File: src/rtl/clkdiv_pkg.sv
// clkdiv_pkg: shared defaults and half-period helper for the programmable clock divider
package clkdiv_pkg;

    localparam int DIV_W_DEF     = 8;
    localparam int DIV_RESET_DEF = 2;

    // Number of high cycles per period: ceil(N/2), so odd divisors lean high
    function automatic int unsigned half_period(input int unsigned n);
        return (n + 1) / 2;
    endfunction

endpackage

File: src/rtl/clkdiv_load_ctrl.sv
// clkdiv_load_ctrl: capture/pending/acknowledge handshake for a new divisor
module clkdiv_load_ctrl import clkdiv_pkg::*; #(
    parameter int DIV_W = DIV_W_DEF
) (
    input  logic             clk,
    input  logic             reset,
    input  logic [DIV_W-1:0] i_div_in,
    input  logic             i_div_load,
    input  logic             i_apply,
    output logic             o_busy,
    output logic             o_div_ack,
    output logic [DIV_W-1:0] o_pend
);

    logic             r_busy;
    logic             r_ack;
    logic [DIV_W-1:0] r_pend;
    logic             w_take;
    logic [DIV_W-1:0] w_clamped;

    assign w_take    = i_apply && r_busy;
    assign w_clamped = (i_div_in == '0) ? DIV_W'(1) : i_div_in;

    // Hold one pending divisor until the counter's next wrap consumes it
    always_ff @(posedge clk) begin
        if (reset) begin
            r_busy <= 1'b0;
            r_ack  <= 1'b0;
            r_pend <= '0;
        end else begin
            r_ack <= w_take;
            if (w_take) begin
                r_busy <= 1'b0;
            end else if (!r_busy && i_div_load) begin
                r_busy <= 1'b1;
                r_pend <= w_clamped;
            end
        end
    end

    assign o_busy    = r_busy;
    assign o_div_ack = r_ack;
    assign o_pend    = r_pend;

endmodule

File: src/rtl/clk_div_prog.sv
// clk_div_prog: programmable integer clock divider with glitch-free divisor reload
// Optional feature: define CLKDIV_PHASE_SYNC_EN to add the sync input (forced wrap).
module clk_div_prog import clkdiv_pkg::*; #(
    parameter int DIV_W     = DIV_W_DEF,
    parameter int DIV_RESET = DIV_RESET_DEF
) (
    input  logic             clk,
    input  logic             reset,
`ifdef CLKDIV_PHASE_SYNC_EN
    input  logic             sync,
`endif
    input  logic [DIV_W-1:0] div_in,
    input  logic             div_load,
    output logic             busy,
    output logic             div_ack,
    output logic             tick,
    output logic             clk_out
);

    logic [DIV_W-1:0] r_n;
    logic [DIV_W-1:0] r_count;
    logic             r_tick;
    logic             r_clk_out;
    logic             w_wrap;
    logic             w_apply;
    logic             w_busy;
    logic [DIV_W-1:0] w_pend;
    logic [DIV_W-1:0] w_n_next;
    logic [DIV_W-1:0] w_count_next;
    logic [DIV_W-1:0] w_half;

    assign w_wrap = (r_count == r_n - DIV_W'(1));
`ifdef CLKDIV_PHASE_SYNC_EN
    assign w_apply = w_wrap || sync;
`else
    assign w_apply = w_wrap;
`endif
    assign w_n_next     = (w_apply && w_busy) ? w_pend : r_n;
    assign w_count_next = w_apply ? '0 : r_count + DIV_W'(1);
    assign w_half       = DIV_W'(half_period(32'(w_n_next)));

    clkdiv_load_ctrl #(.DIV_W(DIV_W)) u_load_ctrl (
        .clk        (clk),
        .reset      (reset),
        .i_div_in   (div_in),
        .i_div_load (div_load),
        .i_apply    (w_apply),
        .o_busy     (w_busy),
        .o_div_ack  (div_ack),
        .o_pend     (w_pend)
    );

    // Count modulo N; outputs are registered from the next-state count and divisor
    always_ff @(posedge clk) begin
        if (reset) begin
            r_n       <= DIV_W'(DIV_RESET);
            r_count   <= '0;
            r_tick    <= 1'b0;
            r_clk_out <= 1'b0;
        end else begin
            r_n       <= w_n_next;
            r_count   <= w_count_next;
            r_tick    <= w_apply;
            r_clk_out <= (w_count_next < w_half);
        end
    end

    assign busy    = w_busy;
    assign tick    = r_tick;
    assign clk_out = r_clk_out;

endmodule

File: config.mk
export PLATFORM = sky130hd
export DESIGN_NAME = clk_div_prog
export DESIGN_NICKNAME = d
export VERILOG_FILES = /design/src/rtl/clkdiv_pkg.sv /design/src/rtl/clkdiv_load_ctrl.sv /design/src/rtl/clk_div_prog.sv
export SDC_FILE = /design/constraint.sdc
export NUM_CORES = 1
export LEC_CHECK = 0
export CAP_MARGIN = 20
export CELL_PAD_IN_SITES_DETAIL_PLACEMENT = 1
export CELL_PAD_IN_SITES_GLOBAL_PLACEMENT = 1
export CORE_MARGIN = 5
export CORE_UTILIZATION = 45
export DETAILED_ROUTE_END_ITERATION = 8
export PLACE_DENSITY = 0.9
export SYNTH_ARGS = -nofsm -noshare
export SYNTH_HDL_FRONTEND = slang
export SYNTH_HIERARCHICAL = 1
export SYNTH_SLANG_ARGS = --single-unit
File: constraint.sdc
create_clock -name clk -period 6.35 [get_ports clk]
set_clock_uncertainty 0.2 [all_clocks]
set_input_delay 1.5875 -clock clk [delete_from_list [all_inputs] [get_ports clk]]
set_output_delay 1.5875 -clock clk [all_outputs]
set_load 0.03 [all_outputs]
[Word-level counts from Yosys, hierarchy flattened]
Cells that the tools add are included.
Storage, ports and cells
  flip-flop bits (word level): 28
  bits of input ports: 11
  output and inout port bits: 4
  logic and storage cells: 22
Operators by class
  bitwise logic cells: 1
  reduce and logical (&&, ||, !) cells: 6
  $add $sub $neg: 3
  mux-type cells: 3
  eq/ne operators: 1
  $lt $le $gt $ge: 1
Operators with widths (number)
  8-bit two-way mux: 3
  8-bit by 1-bit adder with 9-bit output, second input constant: 1
  8-bit by 1-bit adder with 8-bit output, second input constant: 1
  8-bit == test: 1
  8-bit zero test: 1
  8-bit less-than comparator: 1
  8-bit by 1-bit subtractor with 8-bit output, second input constant: 1
  1-bit logical AND: 2
  2-bit AND reduction: 1
  2-bit OR reduction: 1
  1-bit zero test: 1
  1-bit inverter: 1

[Longest topological paths before layout]
  depth in word-level cells: 6
  gate-level depth with buffers: 21
  depth with buffers taken out: 20

[Hierarchy]
Netlist, hierarchy kept.
Modules (own cells, without submodules)
  clk_div_prog: area each 1450.1 sq um, sequential area each 360.3 sq um, instances 1, cells an instance 174
  clkdiv_load_ctrl: area each 370.4 sq um, sequential area each 200.2 sq um, instances 1, cells an instance 45

[Worst setup path after synthesis]
Ideal clock, no wire load.
  kind: register -> register
  start point: reg r_n[2]
  end point: reg r_clk_out (netlist: clk_out)
  path slack: 2.401 ns
  stages on the path, launching flop included: 20
  path buffers: 3
  required time: 6.027 ns
  setup time: 0.123 ns
  arrival: 3.627 ns
  period minus slack after synthesis: 3.949 ns
  cells stage by stage: dfxtp_1 > buf_6 > or4_4 > nor4_2 > nor3b_2 > a2111oi_4 > buf_6 > buf_12 > a21o_2 > ha_1 > nand3_1 > nor2_1 > nand3_1 > nor2_2 > a41oi_2 > ha_1 > nand3_1 > nor2_1 > nor4bb_1 > nor3_1
On the way
  longest elaborated chain between the ends: 6
  elaborated cells on any way between the ends: 7
  those cells by class: 2 x add/sub; 1 x order compare; 1 x eq/ne; 2 x mux; 1 x reduce/logical
Ends and longest elaborated chain
  start, declared: RTL line clk_div_prog.sv:20  | logic [DIV_W-1:0] r_n;
  start signal, assigned: RTL line clk_div_prog.sv:56  | r_n <= DIV_W'(DIV_RESET);
  start signal, assigned: RTL line clk_div_prog.sv:61  | r_n <= w_n_next;
  8-bit by 1-bit subtractor with 8-bit output: RTL line clk_div_prog.sv:32  | assign w_wrap = (r_count == r_n - DIV_W'(1));
  8-bit == test: RTL line clk_div_prog.sv:32
  1-bit logical AND: RTL line clk_div_prog.sv:38  | assign w_n_next = (w_apply && w_busy) ? w_pend : r_n;
  8-bit two-way mux: RTL line clk_div_prog.sv:38
  named net w_n_next[1]: RTL line clk_div_prog.sv:28  | logic [DIV_W-1:0] w_n_next;
  8-bit by 1-bit adder with 9-bit output: RTL line clkdiv_pkg.sv:9  | return (n + 1) / 2;
  8-bit less-than comparator: RTL line clk_div_prog.sv:64  | r_clk_out <= (w_count_next < w_half);
  end signal, assigned: RTL line clk_div_prog.sv:64
  end, declared: RTL line clk_div_prog.sv:23  | logic r_clk_out;
The timed path passes the listed nets, and every way through them passes these cells.
A chain may end at the register's enable or synchronous reset.

[Final worst setup path]
Same ends and word-level chain as after synthesis.

==> impl_metrics.py <==
metrics = {
    "route": {
        "drcViolationCount": 0,
        "first_pass_iters": 4,
        "wl_per_cell_um": 15.7,
        "postRouteWirelength_mm": 4.29,
        "count_of_antenna_violating_nets_left_after_detailed_routing": 0,
        "average_vias_per_placed_instance": 5.44,
        "routed-via-count": 1491,
        "first_iter_violations": 55,
    },
    "worst_hold_path": {
        "holdCritPathClass": "reg -> reg",
        "holdPathStages": 2,
    },
    "cells_and_area": {
        "final_cell_mix": "sky130_fd_sc_hd__nor2_1, sky130_fd_sc_hd__dfxtp_1, sky130_fd_sc_hd__nand2_1",
        "antennaDiodeCount": 0,
        "synthToLayoutAreaGrowth_pct": 9.28,
        "layout.cells.most_common": "sky130_fd_sc_hd__nor2_1",
        "area.sequential_um2": 561,
        "final_nets": 247,
        "layout.filler_cells": 480,
        "multi_input_comb_area_um2": 1150,
        "post_route_cells_drive_above_1_share_pct": 8.04,
    },
    "job": {
        "max_capacitance_violation_count": 0,
    },
    "sta": {
        "slew_viol_final": 0,
        "rsz0062_at_grt": "no",
        "worst_pin_slew_ns": 0.781,
        "final-setup-viol-count": 0,
        "fin_tns_setup_ns": 0,
        "achievable-frequency_mhz": 232,
        "finalWorstPathRequiredPeriod_ns": 4.32,
        "fin_hold_ws_ns": 0.305,
        "layout_worst_path_cycle_share_pct": 68.0,
        "timing.slew.headroom_pct": 47.7,
        "final_report_hold_violation_count": 0,
    },
    "synth": {
        "yosys_warnings": 6,
        "syn_nets": 240,
        "synth_edf_count": 0,
        "commonest_register_cell_after_synthesis": "sky130_fd_sc_hd__dfxtp_1",
        "synth_top_area_share_pct": 30.8,
        "yosys-top-cells-area": "sky130_fd_sc_hd__dfxtp_1, sky130_fd_sc_hd__xor2_1, sky130_fd_sc_hd__ha_1",
        "post_synth_instance_area_um2": 1820,
        "syn-instance-count": 219,
        "synth_sequential_area_ratio_pct": 30.8,
        "syn_avg_cell_area_um2": 8.31,
        "yosys.area.top_type": "sky130_fd_sc_hd__dfxtp_1",
        "yosysUniqueCellTypes": 45,
        "ys_seq_elements": 28,
        "postSynth.asyncResetShare_pct": 0,
    },
    "worst_setup_path": {
        "critPathCaptureType": "flop",
        "arrival_ns": 4.29,
        "critical_path.slowest_cell": "sky130_fd_sc_hd__or4_4",
        "worst_path_dominant_cell_family": "simple AND/OR/NAND/NOR gates",
        "timing.critical_path.depth": 18,
        "cp_num_buf_inv": 2,
        "crit_fanout": 20,
        "cp_cell_instances": "or4_4, and4bb_2, nor3b_2, a2111oi_4, buf_4, mux2i_1, inv_1, ha_1, nand3_1, nor2_1, nand3_1, nor2_2, a41oi_2, ha_1, nand3_1, nor2_1, nor4bb_1, nor3_1",
        "worst_r2r_path_depth": 18,
        "critPathKind": "reg -> reg",
        "launching_element_type_of_the_critical_path": "flop",
        "critical_path.most_common_cell": "sky130_fd_sc_hd__nand3_1",
        "timing.critical_path.required_ns": 6.33,
        "delay_contributed_by_the_slowest_stage_of_the_critical_path_ns": 0.55,
    },
    "cts": {
        "cts_inserted_buffers": 3,
        "cts.repair.resized": 0,
        "clock_tree.htree_level_count": 1,
        "tritoncts": "built",
        "clk_pin_slew_ns": 0.09,
        "clkLatencyLatePin_ns": 0.28,
        "hold_buffers": 0,
        "clock_tree.buffer_depth": 2,
        "cts_sinks": 28,
        "root_buffer": "sky130_fd_sc_hd__clkbuf_8",
        "postCtsSetupRepairBufs": 0,
    },
    "pwr": {
        "peak_supply_drop_mv": 0.162,
        "power_per_cell_area_nw_per_um2": 278,
        "power.leakage_nw": 0.759,
    },
    "floorplan": {
        "io-pin-count": 15,
        "die_width_um": 73.6,
        "core.rowCount": 23,
        "floorplan.core_area_um2": 3970,
        "dieArea_um2": 5420,
        "die_y_um": 73.6,
        "initial_util_pct": 45.8,
    },
    "run_status": {
        "run_status": "complete, no violations",
    },
    "placed_design": {
        "detailed_place_hpwl_mm": 3.30,
        "portBuffers": 14,
        "gpl.final_weighted_congestion": 0.843,
    },
    "global_route": {
        "gr-total-overflow": 0,
        "track_usage_pct": 17.7,
        "grt_max_degree": 22,
        "grt_pass1_wl_mm": 7.51,
        "initial_antenna_violation_count": 0,
        "first_global_vias": 1547,
    },
}
## final cells by class
class / instances / area share (%)
multi-input cells: 172 / 57.9
flip-flops and latches: 28 / 28.2
repair buffers: 16 / 7.80
well taps: 50 / 3.14
clock buffers: 3 / 2.08
inverters: 5 / 0.943
## kinds of logic after synthesis
group / synth area share (%)
flops: 30.8
simple gates: 28.1
xor+xnor: 12.0
buf+inv: 5.98
compound gates: 11.2
fa+ha+maj: 6.87
mux: 5.02
## path summary, 6_finish.rpt
check                startpoint  slack, ns               endpoint
max                      r_n[2]       2.03                clk_out
min          u_load_ctrl/o_busy       0.30  u_load_ctrl/o_div_ack
min reg2reg  u_load_ctrl/o_busy       0.30  u_load_ctrl/o_div_ack
max reg2reg              r_n[2]       2.03                clk_out
## state kept, by name (all words and copies together), names as in the netlist
signal,flops
clk_out,1
u_load_ctrl/o_busy,1
r_n,8
r_count,8
u_load_ctrl/o_pend,8
u_load_ctrl/o_div_ack,1
tick,1
## worst reg2reg max path, cell delays in order (launching register included)
cell,delay (ns)
sky130_fd_sc_hd__dfxtp_1,0.42
sky130_fd_sc_hd__or4_4,0.55
sky130_fd_sc_hd__and4bb_2,0.33
sky130_fd_sc_hd__nor3b_2,0.06
sky130_fd_sc_hd__a2111oi_4,0.34
sky130_fd_sc_hd__buf_4,0.32
sky130_fd_sc_hd__mux2i_1,0.14
sky130_fd_sc_hd__inv_1,0.08
sky130_fd_sc_hd__ha_1,0.21
sky130_fd_sc_hd__nand3_1,0.14
sky130_fd_sc_hd__nor2_1,0.20
sky130_fd_sc_hd__nand3_1,0.12
sky130_fd_sc_hd__nor2_2,0.12
sky130_fd_sc_hd__a41oi_2,0.05
sky130_fd_sc_hd__ha_1,0.32
sky130_fd_sc_hd__nand3_1,0.09
sky130_fd_sc_hd__nor2_1,0.15
sky130_fd_sc_hd__nor4bb_1,0.29
sky130_fd_sc_hd__nor3_1,0.07
## per-layer routing
metal,vias up,share of wire (%),global-route usage [%]
met1,701,47,23.2
met4,0,2.1,7.85
met2,20,49,29.2
met5,-,0,0
met3,8,2.3,1.92
li1,762,-,-
## report_power, final
part | switching (mW) | leakage [nW] | total (mW) | internal (mW)
Combinational | 0.126 | 0.509 | 0.229 | 0.103
Sequential | 0.0286 | 0.228 | 0.225 | 0.196
Clock | 0.0556 | 0.0216 | 0.0984 | 0.0428
## cells in the mapped netlist (3+ instances only)
| master | number |
|---|---|
| sky130_fd_sc_hd__nor2_1 | 32 |
| sky130_fd_sc_hd__dfxtp_1 | 28 |
| sky130_fd_sc_hd__nand2_1 | 25 |
| sky130_fd_sc_hd__xor2_1 | 16 |
| sky130_fd_sc_hd__nand3_1 | 12 |
| sky130_fd_sc_hd__a21oi_1 | 10 |
| sky130_fd_sc_hd__ha_1 | 10 |
| sky130_fd_sc_hd__xnor2_1 | 9 |
| sky130_fd_sc_hd__clkbuf_1 | 8 |
| sky130_fd_sc_hd__mux2i_1 | 8 |
| sky130_fd_sc_hd__inv_1 | 5 |
| sky130_fd_sc_hd__nor3_1 | 5 |
| sky130_fd_sc_hd__o21ai_0 | 5 |
| sky130_fd_sc_hd__a211oi_1 | 3 |
| sky130_fd_sc_hd__and4_1 | 3 |
| sky130_fd_sc_hd__nand4_1 | 3 |
| sky130_fd_sc_hd__nor2b_1 | 3 |
## through the flow
stage | setup slack, ns | util, % | instance area, um2 | power [mW] | instances
after floorplan | 2.40 | - | 1820 | 0.401 | 219
after global placement | 2.24 | 49.1 | 1950 | 0.450 | 271
after detailed placement | 2.03 | 49.1 | 1950 | 0.460 | 271
after CTS | 2.02 | 50.1 | 1990 | 0.557 | 274
after global routing | 1.73 | 50.1 | 1990 | 0.594 | 274
final | 2.03 | 50.1 | 1990 | 0.553 | 274
Power figures use the tool's default switching activity.
